$ cat config.mk
export PLATFORM = sky130hd
export DESIGN_NAME = input_debounce
export DESIGN_NICKNAME = d
export VERILOG_FILES = /design/src/rtl/debounce_pkg.sv /design/src/rtl/sync_chain.sv /design/src/rtl/input_debounce.sv
export SDC_FILE = /design/constraint.sdc
export NUM_CORES = 1
export LEC_CHECK = 0
export BUFFER_PORTS_ARGS = -buffer_cell sky130_fd_sc_hd__buf_4
export CAP_MARGIN = 30
export CORE_UTILIZATION = 26
export CTS_BUF_LIST = sky130_fd_sc_hd__clkbuf_16
export DETAILED_ROUTE_END_ITERATION = 12
export PLACE_DENSITY = 0.39
export SLEW_MARGIN = 20
export SYNTH_ARGS = -nofsm -noshare
export SYNTH_HDL_FRONTEND = slang
export SYNTH_HIERARCHICAL = 1
export SYNTH_SLANG_ARGS = --single-unit
export TNS_END_PERCENT = 20
$ cat constraint.sdc
create_clock -name clk -period 1 [get_ports clk]
set_input_delay 0.25 -clock clk [delete_from_list [all_inputs] [get_ports clk]]
set_output_delay 0.25 -clock clk [all_outputs]
set_load 0.02 [all_outputs]
$ cat src/rtl/debounce_pkg.sv
`default_nettype none
// ============================================================================
//  Module      : debounce_pkg
//  Description : Shared state encoding and defaults for input-conditioning
//                blocks (debouncer FSM states, synchronizer depth).
//  Revision    : 1.0  initial release
// ============================================================================
package debounce_pkg;

    // Bit 1 of the state is the debounced level; bit 0 marks a pending change.
    localparam logic [1:0] STABLE_LOW  = 2'b00;
    localparam logic [1:0] PEND_HIGH   = 2'b01;
    localparam logic [1:0] STABLE_HIGH = 2'b10;
    localparam logic [1:0] PEND_LOW    = 2'b11;

    localparam int SYNC_STAGES_DEF     = 2;
    localparam int DEBOUNCE_CYCLES_DEF = 16;

endpackage : debounce_pkg
`default_nettype wire

$ cat src/rtl/sync_chain.sv
`default_nettype none
// ============================================================================
//  Module      : sync_chain
//  Description : Multi-flop synchronizer for an asynchronous single-bit input,
//                synchronous active-high reset to 0.
//  Revision    : 1.0  initial release
// ============================================================================
module sync_chain #(
    parameter int STAGES = 2
) (
    input  logic clk,
    input  logic reset,
    input  logic d,
    output logic q
);

    logic [STAGES-1:0] r_sync;

    generate
        if (STAGES < 1) begin : g_bad_stages
            $error("sync_chain: STAGES must be at least 1");
        end

        if (STAGES == 1) begin : g_single
            always_ff @(posedge clk) begin
                if (reset) begin
                    r_sync <= '0;
                end else begin
                    r_sync[0] <= d;
                end
            end
        end else begin : g_chain
            always_ff @(posedge clk) begin
                if (reset) begin
                    r_sync <= '0;
                end else begin
                    r_sync <= {r_sync[STAGES-2:0], d};
                end
            end
        end
    endgenerate

    assign q = r_sync[STAGES-1];

endmodule : sync_chain
`default_nettype wire

$ cat src/rtl/input_debounce.sv
`default_nettype none
// ============================================================================
//  Module      : input_debounce
//  Description : Synchronizes and debounces a raw asynchronous input into a
//                clean registered level, with a qualification-busy flag.
//  Revision    : 1.0  initial release
// ============================================================================
module input_debounce
    import debounce_pkg::*;
#(
    parameter  int SYNC_STAGES     = SYNC_STAGES_DEF,
    parameter  int DEBOUNCE_CYCLES = DEBOUNCE_CYCLES_DEF,
    localparam int CNT_W           = $clog2(DEBOUNCE_CYCLES + 1)
) (
    input  logic clk,
    input  logic reset,
    input  logic in,
    output logic out,
    output logic busy
);

    localparam logic [CNT_W-1:0] c_CNT_LAST = CNT_W'(DEBOUNCE_CYCLES - 1);
    localparam logic [CNT_W-1:0] c_CNT_ONE  = CNT_W'(1);
    localparam bit               c_SINGLE   = (DEBOUNCE_CYCLES == 1);

    logic             w_in_s;
    logic [1:0]       r_state;
    logic [CNT_W-1:0] r_cnt;
    logic             r_out;
    logic             r_busy;

    generate
        if (SYNC_STAGES < 2) begin : g_bad_sync
            $error("input_debounce: SYNC_STAGES must be at least 2");
        end
        if (DEBOUNCE_CYCLES < 1) begin : g_bad_cycles
            $error("input_debounce: DEBOUNCE_CYCLES must be at least 1");
        end
    endgenerate

    sync_chain #(
        .STAGES (SYNC_STAGES)
    ) u_sync (
        .clk   (clk),
        .reset (reset),
        .d     (in),
        .q     (w_in_s)
    );

    // The sample that opens a PEND_* state counts as the first agreeing one,
    // so the count leaves STABLE_* at 1 and accepts on reaching DEBOUNCE_CYCLES-1.
    always_ff @(posedge clk) begin
        if (reset) begin
            r_state <= STABLE_LOW;
            r_cnt   <= '0;
            r_out   <= 1'b0;
            r_busy  <= 1'b0;
        end else begin
            case (r_state)
                STABLE_LOW: begin
                    if (w_in_s) begin
                        if (c_SINGLE) begin
                            r_state <= STABLE_HIGH;
                            r_out   <= 1'b1;
                            r_cnt   <= '0;
                            r_busy  <= 1'b0;
                        end else begin
                            r_state <= PEND_HIGH;
                            r_cnt   <= c_CNT_ONE;
                            r_busy  <= 1'b1;
                        end
                    end else begin
                        r_cnt <= '0;
                    end
                end

                PEND_HIGH: begin
                    if (w_in_s) begin
                        if (r_cnt == c_CNT_LAST) begin
                            r_state <= STABLE_HIGH;
                            r_out   <= 1'b1;
                            r_cnt   <= '0;
                            r_busy  <= 1'b0;
                        end else begin
                            r_cnt <= r_cnt + c_CNT_ONE;
                        end
                    end else begin
                        r_state <= STABLE_LOW;
                        r_cnt   <= '0;
                        r_busy  <= 1'b0;
                    end
                end

                STABLE_HIGH: begin
                    if (!w_in_s) begin
                        if (c_SINGLE) begin
                            r_state <= STABLE_LOW;
                            r_out   <= 1'b0;
                            r_cnt   <= '0;
                            r_busy  <= 1'b0;
                        end else begin
                            r_state <= PEND_LOW;
                            r_cnt   <= c_CNT_ONE;
                            r_busy  <= 1'b1;
                        end
                    end else begin
                        r_cnt <= '0;
                    end
                end

                PEND_LOW: begin
                    if (!w_in_s) begin
                        if (r_cnt == c_CNT_LAST) begin
                            r_state <= STABLE_LOW;
                            r_out   <= 1'b0;
                            r_cnt   <= '0;
                            r_busy  <= 1'b0;
                        end else begin
                            r_cnt <= r_cnt + c_CNT_ONE;
                        end
                    end else begin
                        r_state <= STABLE_HIGH;
                        r_cnt   <= '0;
                        r_busy  <= 1'b0;
                    end
                end

                default: begin
                    r_state <= STABLE_LOW;
                    r_cnt   <= '0;
                    r_out   <= 1'b0;
                    r_busy  <= 1'b0;
                end
            endcase
        end
    end

    assign out  = r_out;
    assign busy = r_busy;

endmodule : input_debounce
`default_nettype wire

Yosys cells after proc, flatten, opt, wreduce, memory -nomap -nowiden --
Index checks and enable logic that the tools add are counted.
Storage, ports and cells: flip-flop bits (word level) 11, input port bits 3, output and inout bits 2, word-level logic and storage cells 47
Operators by class: add/sub/neg operators 1, equality and inequality tests 12, mux-type cells 24, reductions and logical operators 5
Operators by type and width (number):
- $pmux 5 s4 | 1
- $mux 5 | 3
- $mux 2 | 6
- $mux 1 | 11
- $ne 2x2->1 const B | 4
- $pmux 2 s4 | 1
- $add 5x1->5 const B | 1
- $eq 5x4->1 const B | 1
- $reduce_and 5->1 | 1
- $eq 2x2->1 const B | 2
- $ne 2x1->1 const B | 2
- $pmux 1 s4 | 1
- $reduce_and 4->1 | 1
- $ne 3x2->1 const B | 1
- $ne 3x3->1 const B | 1
- $eq 2x1->1 const B | 1
- $logic_not 2->1 | 1
- $pmux 1 s2 | 1
- $reduce_and 2->1 | 1
- $reduce_bool 2->1 | 1

Logic depth before layout (Yosys ltp) --
Gate-level depths: netlist (run 1).
depth after elaboration 4, mapped depth 4, mapped depth without buffers 4

Hierarchy --
Netlist (run 1), hierarchy kept.
By module, submodules not included:
- input_debounce | times used 1, cells each 38, area an instance 382.9 sq um, seq. area each 180.2 sq um
- sync_chain | times used 1, cells each 4, area an instance 52.6 sq um, seq. area each 40.0 sq um

Worst setup path before layout (run 1) --
Ideal clock, no wire load.
kind reg-to-reg, start reg r_cnt[0], end reg r_out, in the netlist out, library setup time 106 ps, arrival time 996 ps, data required time 894 ps, setup slack -103 ps, cell stages (with the launch flop) 4, period minus slack after synthesis 1103 ps, cell sequence dfxtp_1 ha_1 and4b_1 o311ai_0
On the way: word-level cells in the longest chain between the ends 3, elaborated cells on any way between the ends 4, classes of those cells 3 x eq/ne; 1 x reduce/logical
RTL lines:
- from (decl) | RTL line input_debounce.sv:28 | logic [CNT_W-1:0] r_cnt;
- from (signal assigned) | RTL line input_debounce.sv:69 | r_cnt <= c_CNT_ONE;
- from (signal assigned) | RTL line input_debounce.sv:85 | r_cnt <= r_cnt + c_CNT_ONE;
- from (signal assigned) | RTL line input_debounce.sv:103 | r_cnt <= c_CNT_ONE;
- $eq 5x4->1 (*) | RTL line input_debounce.sv:79, input_debounce.sv:113
- $ne 2x2->1 (no source line)
- $reduce_and 5->1 (no source line) (*)
- to (signal assigned) | RTL line input_debounce.sv:81 | r_out <= 1'b1;
- to (signal assigned) | RTL line input_debounce.sv:115 | r_out <= 1'b0;
- to (signal assigned) | RTL line input_debounce.sv:131 | r_out <= 1'b0;
- to (decl) | RTL line input_debounce.sv:29 | logic r_out;
Mark *: on every way between the ends. The rest lies on a longest branch, timed or not. A chain may end at the register's enable or synchronous reset.

Worst setup path after layout (run 1) --
start reg r_cnt[1], end reg r_out, in the netlist out
The elaborated chain is that of the path after synthesis.

==> flow_summary.toml, run 1 <==
[floorplanning]
die_x_um = 42.92
die_h_um = 42.92
core-area_mm2 = 0.001541
ioPinCount = 5
die_area_mm2 = 0.001842
row_count = 14
start_util = 0.2825

[synthesis]
synth.top_cell.area_share = 0.5057
yosys_warnings = 6
synthTopCellsByArea = "dfxtp_1 51%, xnor2_1 6.0%, and3_1 4.3%"
ys_ff_latch = 11
syn_avg_cell_area_um2 = 10.37
synth.distinct_cells = 19
yosys.area.top_type = "dfxtp_1"
synth_fp_nets = 46
synthCells = 42
synth_area_um2 = 435.4
ys_seq_area_frac = 0.5057

[sta]
timing.final.max_slew_violations = 0
hold_viol = 0
fmax_mhz = 954.1
fin_ws_ps = -48.06
skew_ps = 4.147
setup_viol = 3
layout_worst_path_cycle_share = 1.048
worstMarginPinSlew_ps = 214.0
slew_headroom = 0.8551
setup_tns_ps = -133.7
rsz0062_at_grt = "yes"
fin_crit_ps = 1048
hold_slack_ps = 224.1

[global_routing]
grt_pass1_wl_mm = 1.414
grt_pass1_vias = 338
track_usage = 0.1115
grt_antenna_before_repair = 0
overflow = 0
grt_start_max_net_pins = 10

[routing]
wl_um = 846
drc = 0
vias_per_cell = 4.986
drt_iter0_drc = 4
wl_per_cell_um = 11.75
ant_nets = 0
vias = 359
drt_pass1_iterations = 3

[placed_design]
dp_hpwl_um = 610.6
io_buffers = 4
routabilityCongestion = 0.7400
placed_cells = 68

[job]
cap_violations = 0

[outcome]
violations = "negative setup slack"
outcome = "finished, violations left"

[setup_path]
max_stage_delay_ps = 330
critical_path_required_ps = 1150
critical_path.cell_chain = "ha_4 -> and4b_2 -> o311ai_1"
crit_family = "flip-flops"
worstPathArrival_ps = 1200
worst-path-buf-inv = 0
end_kind = "register"
critPathMaxFanout = 5
path_class = "register to register"
startpoint_type = "register"
cp_slowest_cell = "dfxtp_2"

[power_and_ir_drop]
p_leak_uw = 0.0002593
max-vdd-ir-drop_mv = 0.8458
power.density_mw_per_mm2 = 1935
power.total_uw = 1269

[clock_tree]
clk_latency_ps = 240
max-clock-path-buffers = 2
numCtsBuffers = 3
path_clk_slew_ps = 40
clock-sinks = 11
h-tree-depth = 1
post-cts-setup-buffer-count = 0
tritoncts = "built"
root_buffer = "clkbuf_16"

[layout]
area_delta_synth_final_pct = 50.57
final_layout_size_suffix_gt1_frac = 0.5179
final.fill_count = 150
fin_nets = 61
fin_cells = 72
fin_util = 0.4253
antennaDiodeCount = 0

[min_path]
hp-class = "input port to register"
[synth_stat cells, drive strengths merged]
library cell  instances
a311o                 1
nor2b                 2
o311ai                1
o31ai                 1
or2                   1
and4b                 1
and3                  3
xnor2                 3
o21ai                 1
inv                   4
dfxtp                11
ha                    1
nor3                  2
a21oi                 3
nand3                 3
a211o                 1
and4bb                1
nand2                 1
nand4b                1
[path summary, 6_finish.rpt]
path / startpoint / to / slack, ps / depth (start not counted)
worst max-delay path: r_cnt[1] / out / -50 / 3
worst min-delay path: in / u_sync/r_sync[0] / 220 / 2
worst max register to register: r_cnt[1] / out / -50 / 3
worst min register to register: u_sync/r_sync[0] / u_sync/r_sync[1] / 440 / 1
[per-stage QoR]
| step | setup WS [ps] | area (um2) |
|---|---|---|
| floorplan | -2.366 | 451.7 |
| global placement | -48.22 | 546.8 |
| detailed placement | -47.65 | 546.8 |
| CTS | -51.42 | 640.6 |
| global route | -120.9 | 655.6 |
| finish | -48.06 | 655.6 |
[flip-flops by register name (all words and copies together) (netlist names), named ones only]
signal / count
r_cnt: 5
u_sync/r_sync: 2
busy: 1
out: 1
r_state: 1
[worst reg2reg max path, cell delays in order (launching register included)]
cell,delay (ps)
dfxtp_2,330
ha_4,160
and4b_2,250
o311ai_1,230
[layout make-up]
| cell class | instances | area, um2 | share of cell area |
|---|---|---|---|
| inverters | 4 | 15.01 | 0.02290 |
| well taps | 16 | 20.02 | 0.03053 |
| clock buffers | 3 | 75.07 | 0.1145 |
| flip-flops and latches | 11 | 226.5 | 0.3454 |
| multi-input cells | 27 | 240.2 | 0.3664 |
| repair buffers | 10 | 75.07 | 0.1145 |
| clock inverters | 1 | 3.754 | 0.005725 |
[cell usage in the layout (no fill, tap or decap), drive strengths merged, types with 2 or more instances in the layout]
| cell type | netlist | routed |
|---|---|---|
| dfxtp | 11 | 11 |
| inv | 4 | 5 |
| clkbuf | 0 | 3 |
| xnor2 | 3 | 3 |
| a21oi | 3 | 3 |
| nand3 | 3 | 3 |
| and3 | 3 | 3 |
| nor2b | 2 | 2 |
| nor3 | 2 | 2 |
| buf | 0 | 10 |
[power by group]
| part | switching (uW) | total (uW) | internal (uW) |
|---|---|---|---|
| Combinational | 39.9 | 79.0 | 39.1 |
| Sequential | 8.23 | 464 | 456 |
| Clock | 200 | 725 | 525 |
[what timing repair did]
action                     4_1_cts  5_1_grt
setup endpoints to repair        7        7
hold buffers                     0        0
hold endpoints to repair         0        0
gates resized for setup          4        5
pin swaps                        1        0
[logic make-up after synthesis]
kind of cell | count (synthesis) | share of synthesized area
simple gates | 15 | 0.2299
flops | 11 | 0.5057
compound gates | 8 | 0.1408
buf+inv | 4 | 0.03447
xor+xnor | 3 | 0.06036
fa+ha+maj | 1 | 0.02873
[routing by layer]
metal | vias up | track usage | wire length, um
met3 | 5 | 0.05106 | 35
met2 | 7 | 0.1394 | 376
met1 | 169 | 0.1406 | 407
met4 | 0 | 0.09375 | 27
met5 | - | 0 | 0
li1 | 178 | - | -
Power figures use the tool's default switching activity.
==> inputs of run 2 (changes only) <==
- RECOVER_POWER: unset -> 50
==> flow_summary.toml, run 2 (synthesis gave the netlist of run 1 again) <==
[global_routing]
grt_pass1_wl_mm = 1.414
grt_pass1_vias = 338
met1_usage = 0.1406
overflow = 0
gr-max-usage-layer = "met1"
grtUsageMet3 = 0.05106
grt_start_max_net_pins = 10
grt_antenna_before_repair = 0
track_usage = 0.1115
use_met2 = 0.1394

[routing]
vias = 359
wl_per_cell_um = 11.74
drc = 0
vias_per_cell = 4.986
wl_um = 845
drt_pass1_iterations = 3
drt_iter0_drc = 4
ant_nets = 0

[power_and_ir_drop]
power.density_mw_per_mm2 = 1935
max-vdd-ir-drop_mv = 0.8458
p_leak_uw = 0.0002591

[placed_design]
dpl_cell_area_um2 = 546.8
dp_hpwl_um = 610.6
placed_cells = 68
io_buffers = 4
routabilityCongestion = 0.7400

[layout]
final.fill_count = 150
fin_cells = 72
layout_common_cells = "9 x buf_4, 6 x dfxtp_1, 5 x inv_1, 5 x dfxtp_2"
largest_register_ffs = 5
antennaDiodeCount = 0
reg_top3 = "r_cnt x5, u_sync/r_sync x2"
regMostFlops = "r_cnt"
fin_nets = 61
area_delta_synth_final_pct = 50.57
layout_commonest_cell = "buf_4"
final_layout_size_suffix_gt1_frac = 0.5179
fin_area_um2 = 655.6

[setup_path]
critPathMaxFanout = 5
crit_family = "flip-flops"
startpoint_type = "register"
end_kind = "register"
max_stage_delay_ps = 330
cp_slowest_cell = "dfxtp_2"
reg2reg_depth = 3
path_depth = 3
worstPathArrival_ps = 1200
worst-path-buf-inv = 0
path_class = "register to register"
critical_path_required_ps = 1150
critical_path.cell_chain = "ha_4 -> and4b_2 -> o311ai_1"

[clock_tree]
numCtsBuffers = 3
path_clk_slew_ps = 40
max-clock-path-buffers = 2
tritoncts = "built"
root_buffer = "clkbuf_16"
clock-sinks = 11
clk_latency_ps = 240
cts_hold_buf = 0
h-tree-depth = 1

[min_path]
hp-class = "input port to register"
hold_path_depth = 2

[sta]
hold_viol = 0
slew_headroom = 0.8551
fmax_mhz = 954.1
rsz0062_at_grt = "yes"
timing.final.max_slew_violations = 0
fin_crit_ps = 1048
setup_tns_ps = -133.7
skew_ps = 4.147
layout_worst_path_cycle_share = 1.048
fin_ws_ps = -48.05
worstMarginPinSlew_ps = 214.0
setup_viol = 3

[floorplanning]
ioPinCount = 5
row_count = 14
start_util = 0.2825
die_h_um = 42.92
die_x_um = 42.92
die_area_mm2 = 0.001842
core-area_mm2 = 0.001541

[outcome]
violations = "negative setup slack"
outcome = "finished, violations left"

[job]
cap_violations = 0
[run 2: cell count changes in the layout (fill, tap and decap cells not counted)]
cell | previous run | this run
clkbuf_4 | 0 | 1
buf_4 | 10 | 9
[run 2: metal layers]
layer  part of all wire  routed length (um)
met2               0.44                 376
met1               0.48                 406
met5                  0                   0
met3              0.043                  36
met4              0.032                  27
[run 2: final timing paths]
check,startpoint,endpoint,slack [ps]
max,r_cnt[1],out,-50
min,reset,register,230
max reg2reg,r_cnt[1],out,-50
min reg2reg,u_sync/r_sync[0],u_sync/r_sync[1],440
[run 2: stage by stage]
step | setup slack (ps) | total power, uW | util | hold slack (ps)
2_1_floorplan | -2.366 | 509.6 | - | 319.1
3_3_place_gp | -48.22 | 547.3 | 0.3547 | 430.6
3_5_place_dp | -47.65 | 547.3 | 0.3547 | 429.1
4_1_cts | -51.42 | 1277 | 0.4156 | 226.1
5_1_grt | -120.9 | 1314 | 0.4253 | 243.6
6_report | -48.05 | 1268 | 0.4253 | 232.2
[run 2: repair_timing]
item / 4_1_cts / 5_1_grt
endpoints found under the hold margin: 0 / 0
cloned: 0 / 0
pin swaps: 1 / 0
setup buffers: 0 / 0
endpoints found under the setup margin: 7 / 7
gates resized for setup: 4 / 5
[run 2: report_power, final]
group | switching [uW] | internal [uW]
sequential | 8.23 | 456
clock | 200 | 525
combinational | 39.9 | 38.9
total | 248 | 1020
[run 2: cell type report]
class | instances | area (um2) | share of cell area
Clock buffer | 3 | 75.07 | 0.1145
Multi-Input combinational cell | 27 | 240.2 | 0.3664
Timing Repair Buffer | 10 | 75.07 | 0.1145
Inverter | 4 | 15.01 | 0.02290
Sequential cell | 11 | 226.5 | 0.3454
Clock inverter | 1 | 3.754 | 0.005725
Tap cell | 16 | 20.02 | 0.03053
==> inputs of run 3 (changes only) <==
- SKIP_CTS_REPAIR_TIMING: unset -> 1
==> flow_summary.toml, run 3 (synthesis gave the netlist of run 1 again) <==
[job]
cap_violations = 0

[routing]
drc = 0
drt_pass1_iterations = 2
wl_um = 876
wl_per_cell_um = 12.00
vias = 365
ant_nets = 0
drt_iter0_drc = 3
vias_per_cell = 5.000

[setup_path]
path_class = "register to register"
max_stage_delay_ps = 330
path_depth = 4
critPathMaxFanout = 4
crit_family = "flip-flops"
critical_path.cell_chain = "ha_4 -> and4b_2 -> buf_6 -> o31ai_2"
reg2reg_depth = 4
worst-path-buf-inv = 1
r2r_slack_ps = -120
end_kind = "register"
critical_path_required_ps = 1150
startpoint_type = "register"
startpoint = "r_cnt[1]"
endpoint = "busy"
worstPathArrival_ps = 1270
cp_slowest_cell = "dfxtp_2"
r2r_end = "busy"
timing.rr.start = "r_cnt[1]"

[floorplanning]
core-area_mm2 = 0.001541
ioPinCount = 5
die_x_um = 42.92
die_area_mm2 = 0.001842
start_util = 0.2825
die_h_um = 42.92
row_count = 14

[power_and_ir_drop]
switchingPower_uw = 248.9
power.density_mw_per_mm2 = 1935
seq_power_share = 0.366
power_frac_clock = 0.572
power_frac_comb = 0.062
p_sw_frac = 0.1962
max-vdd-ir-drop_mv = 0.8472
p_int_uw = 1020
p_leak_uw = 0.0002643

[layout]
layout_common_cells = "9 x buf_4, 8 x dfxtp_1, 5 x inv_1"
fin_area_um2 = 655.6
fin_nets = 62
reg_top3 = "r_cnt x5, u_sync/r_sync x2"
antennaDiodeCount = 0
largest_register_ffs = 5
area_delta_synth_final_pct = 50.57
final_layout_size_suffix_gt1_frac = 0.4561
fin_cells = 73
layout_commonest_cell = "buf_4"
regMostFlops = "r_cnt"

[global_routing]
grt_antenna_before_repair = 0
grt_pass1_vias = 333
track_usage = 0.1097
overflow = 0
grt_pass1_wl_mm = 1.386
grt_start_max_net_pins = 10

[clock_tree]
max-clock-path-buffers = 2
numCtsBuffers = 3
path_clk_slew_ps = 40
clk_latency_ps = 240
root_buffer = "clkbuf_16"
h-tree-depth = 1
clock-sinks = 11
tritoncts = "built"

[sta]
rsz0062_at_grt = "yes"
fin_crit_ps = 1119
skew_ps = 4.426
timing.final.max_slew_violations = 0
setup_tns_ps = -247.2
fmax_mhz = 894.0
hold_viol = 0
setup_viol = 5
fin_ws_ps = -118.5
worstMarginPinSlew_ps = 213.7
layout_worst_path_cycle_share = 1.119
slew_headroom = 0.8553

[placed_design]
dp_hpwl_um = 610.6
io_buffers = 4
routabilityCongestion = 0.7400
dpl_cell_area_um2 = 546.8
placed_cells = 68

[outcome]
outcome = "finished, violations left"
violations = "negative setup slack"

[min_path]
hp-class = "input port to register"
[run 3: cell count changes in the layout (fill, tap and decap cells not counted)]
cell and change:
a21oi_2 -1, buf_6 +1, dfxtp_2 -2, a21oi_1 +1, dfxtp_1 +2, o21ai_0 +1
nor3_1 +1, o21ai_1 -1, nor3_2 -1
[run 3: layout make-up]
class                      count  area, um2
sequential                    11      224.0
clock buffer                   3      75.07
fill                         152      885.9
inverter                       4      15.01
tap                           16      20.02
timing repair buffer          11      86.33
multi-input combinational     27      231.5
clock inverter                 1      3.754
[run 3: worst register-to-register path: cells and delay by family (launching register included)]
family / cells / cell delay (ps)
simple gates: 1 / 240
buf+inv: 1 / 130
compound gates: 1 / 180
fa+ha+maj: 1 / 160
flops: 1 / 330
[run 3: power groups by stage]
| stage | clock network (uW) | logic (uW) | registers, uW |
|---|---|---|---|
| 6_report | 726 | 78.6 | 464 |
| 2_1_floorplan | 0 | 26.6 | 483 |
| 4_1_cts | 735 | 76.2 | 464 |
| 3_5_place_dp | 0 | 76.2 | 471 |
| 3_3_place_gp | 0 | 75.6 | 472 |
| 5_1_grt | 764 | 84.0 | 465 |
[run 3: worst min-delay path by stage]
stage | cells after the start | slack [ps] | startpoint | to
final | 2 | 240 | in | u_sync/r_sync[0]
after global routing | 2 | 250 | in | u_sync/r_sync[0]
after CTS | 2 | 230 | in | u_sync/r_sync[0]
after detailed placement | 1 | 430 | u_sync/r_sync[0] | u_sync/r_sync[1]
after global placement | 1 | 430 | u_sync/r_sync[0] | u_sync/r_sync[1]
after floorplan | 1 | 320 | reset | register
[run 3: metrics by stage]
step,setup WS [ps],power [uW],hold WS [ps],utilization
final,-118.5,1269,242.8,0.4253
after global routing,-142.5,1314,245.1,0.4253
after CTS,-52.96,1275,226.1,0.4058
after detailed placement,-47.65,547.3,429.1,0.3547
after global placement,-48.22,547.3,430.6,0.3547
after floorplan,-2.366,509.6,319.1,-
[run 3: layer usage]
metal,share of wire,GRT usage
met2,0.45,0.1364
met1,0.47,0.1380
met3,0.039,0.05106
met5,0,0
met4,0.031,0.09375
